--- config.mk ---
export PLATFORM = sky130hd
export DESIGN_NAME = sel_pipe_mux
export DESIGN_NICKNAME = d
export VERILOG_FILES = /design/src/rtl/sel_pipe_mux.sv
export SDC_FILE = /design/constraint.sdc
export NUM_CORES = 1
export LEC_CHECK = 0
export CAP_MARGIN = 20
export CORE_MARGIN = 10
export CORE_UTILIZATION = 44
export DETAILED_ROUTE_END_ITERATION = 7
export GPL_TIMING_DRIVEN = 0
export HOLD_SLACK_MARGIN = 0.12
export PLACE_DENSITY = 0.89
export SLEW_MARGIN = 20
export SYNTH_ARGS = -nofsm -noshare
export SYNTH_HDL_FRONTEND = slang
export SYNTH_SLANG_ARGS = --single-unit
--- constraint.sdc ---
create_clock -name clk_i -period 2.1 [get_ports clk_i]
set_input_delay 0.63 -clock clk_i [delete_from_list [all_inputs] [get_ports clk_i]]
set_output_delay 0.63 -clock clk_i [all_outputs]
set_load 0.03 [all_outputs]
--- src/rtl/sel_pipe_mux.sv ---
// sel_pipe_mux: NUM-to-1 operand selector feeding a registered valid/ready
// output stage with a one-entry skid buffer. Holds at most two words; flush
// drops both and refuses the word offered in the same cycle.
module sel_pipe_mux #(
  parameter int SIZE  = 32,
  parameter int NUM   = 3,
  parameter int SEL_W = 2
) (
  input  logic                clk_i,
  input  logic                rst_i,
  input  logic                flush_i,
  input  logic                valid_i,
  output logic                ready_o,
  input  logic [NUM*SIZE-1:0] data_i,
  input  logic [SEL_W-1:0]    select_i,
  output logic                valid_o,
  input  logic                ready_i,
  output logic [SIZE-1:0]     data_o,
  output logic [SEL_W-1:0]    sel_o
);

  logic              r_out_valid;
  logic [SIZE-1:0]   r_out_data;
  logic [SEL_W-1:0]  r_out_sel;
  logic              r_skid_valid;
  logic [SIZE-1:0]   r_skid_data;
  logic [SEL_W-1:0]  r_skid_sel;

  logic [SIZE-1:0]   w_word;
  logic              w_accept;
  logic              w_consume;

  // Select the addressed input; any index past the last input falls back to the last one.
  always_comb begin
    w_word = data_i[(NUM-1)*SIZE +: SIZE];
    for (int k = 0; k < NUM-1; k++) begin
      if (select_i == SEL_W'(k)) begin
        w_word = data_i[k*SIZE +: SIZE];
      end
    end
  end

  // Handshake decode. ready_o comes straight from the skid flag, so it never
  // depends on ready_i within the same cycle.
  always_comb begin
    ready_o   = !r_skid_valid;
    w_accept  = valid_i && !r_skid_valid && !flush_i;
    w_consume = r_out_valid && ready_i;
  end

  // Output/skid register update: refill OUT from SKID first so order stays FIFO.
  always_ff @(posedge clk_i) begin
    if (rst_i) begin
      r_out_valid  <= 1'b0;
      r_out_data   <= '0;
      r_out_sel    <= '0;
      r_skid_valid <= 1'b0;
      r_skid_data  <= '0;
      r_skid_sel   <= '0;
    end else if (flush_i) begin
      // Payload registers keep their contents; only the valid flags drop.
      r_out_valid  <= 1'b0;
      r_skid_valid <= 1'b0;
    end else if (!r_out_valid || w_consume) begin
      if (r_skid_valid) begin
        r_out_valid  <= 1'b1;
        r_out_data   <= r_skid_data;
        r_out_sel    <= r_skid_sel;
        r_skid_valid <= w_accept;
        if (w_accept) begin
          r_skid_data <= w_word;
          r_skid_sel  <= select_i;
        end
      end else begin
        r_out_valid <= w_accept;
        if (w_accept) begin
          r_out_data <= w_word;
          r_out_sel  <= select_i;
        end
      end
    end else if (w_accept) begin
      r_skid_valid <= 1'b1;
      r_skid_data  <= w_word;
      r_skid_sel   <= select_i;
    end
  end

  // Registered outputs.
  always_comb begin
    valid_o = r_out_valid;
    data_o  = r_out_data;
    sel_o   = r_out_sel;
  end

endmodule

==> flow_metrics.py, run 1 <==
metrics = {
    "outcome": {
        "status": "complete, no violations",
    },
    "timing": {
        "finalCritPeriodShare_pct": 97.4,
        "finalHoldViolCount": 0,
        "slew_headroom_pct": 69.0,
        "fin_skew_ps": 4.55,
        "finalSetupViolCount": 0,
        "slew_violations": 0,
        "grt_setup_unrepaired": "no",
        "tightestPinTransition_ps": 465,
        "min_period_ps": 2040,
        "final.setup.tns_ps": 0,
        "fmax_ghz": 0.489,
    },
    "layout": {
        "nNetsFinal": 606,
        "layout_common_cells": "clkdlybuf4s50_1 (135), dfxtp_1 (70), nand2b_1 (65)",
        "areaGrowthSynthToFinish_pct": 46.5,
        "final_common_cell": "clkdlybuf4s50_1",
        "fillers": 659,
        "antennaDiodeCount": 0,
        "final_area_um2": 5350,
        "drive_above_1_share_pct": 16.7,
    },
    "worst_setup_path": {
        "max_stage_delay_ps": 700,
        "path_class": "flip-flop to output port",
        "end_kind": "output port",
        "cp.arrival_ps": 1410,
        "r2r_slack_ps": 500,
        "path_cells": "clkdlybuf4s50_1",
        "critPathTopFamily": "buffers and inverters",
        "critPathSlowestCell": "clkdlybuf4s50_1",
        "crit_required_ps": 1470,
        "crit_buf_inv": 1,
        "cp_max_fo": 5,
        "start_kind": "flip-flop",
    },
    "grt": {
        "grt_pass1_wl_um": 18800,
        "grt_util_all_layers_pct": 18.1,
        "grt_overflow_total": 0,
        "antenna_found_initial": 0,
        "grt_pass1_vias": 3858,
        "grt_start_max_net_pins": 12,
    },
    "floorplan": {
        "initial_core_util_pct": 44.9,
        "ios": 139,
        "rows": 33,
        "core_area_um2": 8130,
        "die_w_um": 111,
        "die_y_um": 111,
        "dieArea_um2": 12400,
    },
    "pwr": {
        "intPower_mw": 2.37,
        "combPwrFrac_pct": 22.1,
        "seqPwrFrac_pct": 43.6,
        "p_clk_share_pct": 34.3,
        "power_per_cell_area_nw_per_um2": 600,
        "switchingPower_uw": 845,
        "p_sw_share_pct": 26.3,
        "power.leakage_nw": 2.04,
        "vdd_drop_max_uv": 306,
    },
    "logic_synthesis": {
        "yosysWarnings": 0,
        "synth_seq_cells": 70,
        "syn_area_per_cell_um2": 10.3,
        "synthArstFlopShare_pct": 0,
        "synth-main-ff-cell": "dfxtp_1",
        "syn-cell-area_um2": 3650,
        "synth-seq-area-share_pct": 38.3,
        "synthDistinctLibCells": 31,
        "synth-edff-count": 0,
        "synth_nets": 459,
        "syn-instance-count": 356,
    },
    "clock_tree": {
        "cts_buffer_depth": 2,
        "cts_root_buffer": "clkbuf_8",
        "cts_tree": "done",
        "numCtsBuffers": 9,
        "clock_latency_ps": 340,
        "htreeDepth": 3,
        "cts_sinks": 70,
        "clk_pin_slew_worst_paths_ps": 70,
    },
    "detailed_routing": {
        "drt.antenna.violating_nets": 0,
        "viasPerCell": 5.54,
        "initialDrtViolationCount": 158,
        "wl_per_cell_um": 19.2,
        "totalWireLength_um": 11800,
        "drc": 0,
        "drt-pass1-iter-count": 4,
        "num_vias": 3399,
    },
    "placement": {
        "dpl_cell_area_um2": 5150,
        "place_congestion": 0.810,
        "port_buffers": 136,
        "hpwl_um": 8980,
    },
    "min_path": {
        "hp-class": "flip-flop to flip-flop",
    },
    "run": {
        "maxCapViolCount": 0,
    },
}
power by group through the flow:
stage                     registers [mW]  logic (mW)  clock network (mW)
after global routing                1.40       0.760                1.18
final                               1.40       0.710                1.10
after global placement              1.43       0.693                   0
after CTS                           1.40       0.715                1.12
after detailed placement            1.43       0.711                   0
after floorplan                     1.51       0.277                   0
repair_timing:
| item | 4_1_cts | 5_1_grt |
|---|---|---|
| setup endpoints to repair | 1 | 1 |
| buffers inserted | 0 | 0 |
| hold buffers | 0 | 0 |
| gates resized for setup | 4 | 2 |
state kept, by name, summed over array words and instances (netlist names):
name	cells
r_skid_valid	1
r_skid_data	32
valid_o	1
sel_o	2
data_o	32
r_skid_sel	2
final cells by class:
type / count / area [um2] / share of cell area, %
Buffer: 32 / 204 / 3.81
Clock inverter: 4 / 45.0 / 0.841
Clock buffer: 12 / 155 / 2.90
Multi-Input combinational cell: 252 / 2050 / 38.3
Tap cell: 105 / 131 / 2.45
Timing Repair Buffer: 136 / 1360 / 25.4
Sequential cell: 70 / 1400 / 26.2
Inverter: 2 / 7.51 / 0.140
worst paths after layout:
kind | start | end | depth (start not counted)
min | r_skid_data[6] | r_skid_data[6] | 1
max | valid_o | valid_o | 1
min reg2reg | r_skid_data[6] | r_skid_data[6] | 1
max reg2reg | r_skid_valid | data_o[10] | 5
per-stage QoR:
step / worst slack (ps) / utilization [%] / instances / power [mW] / hold slack [ps]
finish: 55.3 / 65.8 / 613 / 3.21 / 466
global route: 15.3 / 65.8 / 613 / 3.34 / 486
CTS: 14.5 / 65.8 / 613 / 3.23 / 466
detailed placement: -244 / 63.3 / 597 / 2.14 / 450
global placement: -218 / 63.3 / 597 / 2.12 / 442
floorplan: 377 / - / 356 / 1.79 / 438
routing by layer:
metal	track usage [%]	routed length [um]	up-vias
met4	7.63	223	0
met2	31.7	6000	106
li1	-	-	1624
met1	20.1	4900	1650
met3	4.82	660	19
met5	0	0	-
cell families after synthesis:
kind of cell | Yosys count | synth area share (%)
simple gates | 113 | 17.4
compound gates | 73 | 19.4
flops | 70 | 38.3
mux | 66 | 19.2
buf+inv | 34 | 5.61
synth_stat cells (4+ instances only):
cell,n,area [um2]
clkbuf_1,4,15.0
mux2i_1,32,320
mux2_2,34,383
nand2_1,32,120
nand2b_1,65,407
a32o_1,64,641
dfxtp_1,70,1400
buf_6,6,67.6
buf_2,19,95.1
Power figures use the tool's default switching activity.
==> inputs of run 2 (changes only) <==
--- a/config.mk
+++ b/config.mk
@@ -6,7 +6,6 @@
 export NUM_CORES = 1
 export LEC_CHECK = 0
 export CAP_MARGIN = 20
-export CORE_MARGIN = 10
 export CORE_UTILIZATION = 44
 export DETAILED_ROUTE_END_ITERATION = 7
 export GPL_TIMING_DRIVEN = 0
==> run 2 against run 1 <==
Sequential power is essentially flat; clock skew grew 3.3 ps; cell area grew 0.65%; sequential share of layout area shrank 0.17 points; cell count shrank 0.49%; critical path depth is the same; setup slack gained 7.0 ps.
==> flow_metrics.py, run 2 (synthesis gave the netlist of run 1 again) <==
metrics = {
    "placement": {
        "place_inst": 594,
        "hpwl_um": 7610,
        "port_buffers": 136,
        "place_congestion": 0.794,
        "pre_cts_ws_ps": -228,
    },
    "worst_setup_path": {
        "r2r_slack_ps": 490,
        "max_stage_delay_ps": 690,
        "cp_max_fo": 5,
        "crit_buf_inv": 1,
        "path_class": "flip-flop to output port",
        "start_kind": "flip-flop",
        "path_cells": "clkdlybuf4s50_1",
        "crit_required_ps": 1470,
        "end_kind": "output port",
        "cp.arrival_ps": 1410,
        "critPathTopFamily": "buffers and inverters",
        "critPathSlowestCell": "clkdlybuf4s50_1",
    },
    "outcome": {
        "status": "complete, no violations",
    },
    "timing": {
        "min_period_ps": 2040,
        "slew_headroom_pct": 67.8,
        "slew_violations": 0,
        "fin_skew_ps": 7.80,
        "grt_setup_unrepaired": "no",
        "fmax_ghz": 0.491,
        "tightestPinTransition_ps": 484,
        "finalSetupViolCount": 0,
        "finalCritPeriodShare_pct": 97.0,
        "finalHoldViolCount": 0,
        "fin_ws_ps": 62.3,
    },
    "clock_tree": {
        "htreeDepth": 3,
        "numCtsBuffers": 9,
        "clock_latency_ps": 350,
        "clk_pin_slew_worst_paths_ps": 70,
        "cts_setup_buffers": 0,
        "cts_buffer_depth": 2,
        "cts_sinks": 70,
        "cts_root_buffer": "clkbuf_8",
        "hold_buffers": 0,
        "cts_tree": "done",
    },
    "layout": {
        "final_common_cell": "clkdlybuf4s50_1",
        "drive_above_1_share_pct": 16.7,
        "areaGrowthSynthToFinish_pct": 47.4,
        "layout_common_cells": "clkdlybuf4s50_1 (135), dfxtp_1 (70), nand2b_1 (65)",
        "nNetsFinal": 606,
        "antennaDiodeCount": 0,
        "stdcell_count": 610,
    },
    "floorplan": {
        "dieArea_um2": 8680,
        "initial_core_util_pct": 46.3,
        "ios": 139,
        "core_area_um2": 7890,
        "rows": 32,
        "die_w_um": 93.1,
        "die_y_um": 93.1,
    },
    "grt": {
        "grt_util_all_layers_pct": 25.0,
        "grt_overflow_total": 0,
        "grt_pass1_wl_um": 16900,
        "grt_pass1_vias": 3553,
        "antenna_found_initial": 0,
        "grt_start_max_net_pins": 13,
    },
    "detailed_routing": {
        "num_vias": 3448,
        "drt.antenna.violating_nets": 0,
        "drc": 0,
        "viasPerCell": 5.65,
        "initialDrtViolationCount": 116,
        "totalWireLength_um": 10700,
        "drt-pass1-iter-count": 4,
        "wl_per_cell_um": 17.5,
    },
    "pwr": {
        "power.leakage_nw": 2.05,
        "vdd_drop_max_uv": 550,
        "power_per_cell_area_nw_per_um2": 640,
    },
    "run": {
        "maxCapViolCount": 0,
    },
    "min_path": {
        "hp-class": "flip-flop to flip-flop",
    },
}
==> run 2: cell count changes in the layout (fill, tap and decap cells not counted) <==
| cell | before | now |
|---|---|---|
| clkinvlp_4 | 0 | 1 |
| bufinv_16 | 1 | 3 |
| buf_4 | 2 | 3 |
| buf_2 | 18 | 19 |
| clkinv_4 | 0 | 1 |
| buf_6 | 7 | 6 |
| clkbuf_8 | 11 | 10 |
| clkdlybuf4s18_2 | 1 | 0 |
| clkinv_2 | 3 | 0 |
==> run 2: cell type report <==
type / instances / area, um2
Sequential cell: 70 / 1400
Inverter: 2 / 7.51
Clock inverter: 5 / 106
Clock buffer: 11 / 141
Buffer: 32 / 200
Timing Repair Buffer: 136 / 1360
Multi-Input combinational cell: 252 / 2050
Tap cell: 102 / 128
Fill cell: 632 / 2500
==> run 2: routing by layer <==
metal	share of wire [%]	wire length (um)	track usage, %	up-vias
met5	0	0	0	-
met4	1.7	186	8.85	0
met3	7.7	822	5.37	22
met2	51	5410	45.5	143
met1	40	4250	28.5	1654
li1	-	-	-	1629
==> run 2: final timing paths <==
path,start,endpoint,cells after the start
max,valid_o,valid_o,1
max reg2reg,r_skid_valid,data_o[22],5
min,data_o[1],data_o[1],1
min reg2reg,data_o[1],data_o[1],1
==> run 2: what timing repair did <==
item,in CTS,in global routing
hold endpoints to repair,0,0
gates resized for setup,4,2
setup endpoints to repair,1,1
==> run 2: stage by stage <==
stage / total power, mW / TNS, ps / utilization (%) / hold slack [ps] / cell area (um2)
2_1_floorplan: 1.79 / 0 / - / 438 / 3650
3_3_place_gp: 2.12 / -8560 / 65.2 / 442 / 5140
3_5_place_dp: 2.14 / -9920 / 65.2 / 451 / 5140
4_1_cts: 3.46 / 0 / 68.4 / 470 / 5400
5_1_grt: 3.57 / 0 / 68.3 / 482 / 5390
6_report: 3.45 / 0 / 68.3 / 467 / 5390
==> run 2: where the power goes <==
| part | total (mW) | switching (mW) | internal (mW) |
|---|---|---|---|
| Clock | 1.34 | 0.518 | 0.824 |
| Combinational | 0.708 | 0.324 | 0.384 |
| Sequential | 1.40 | 0.0263 | 1.37 |
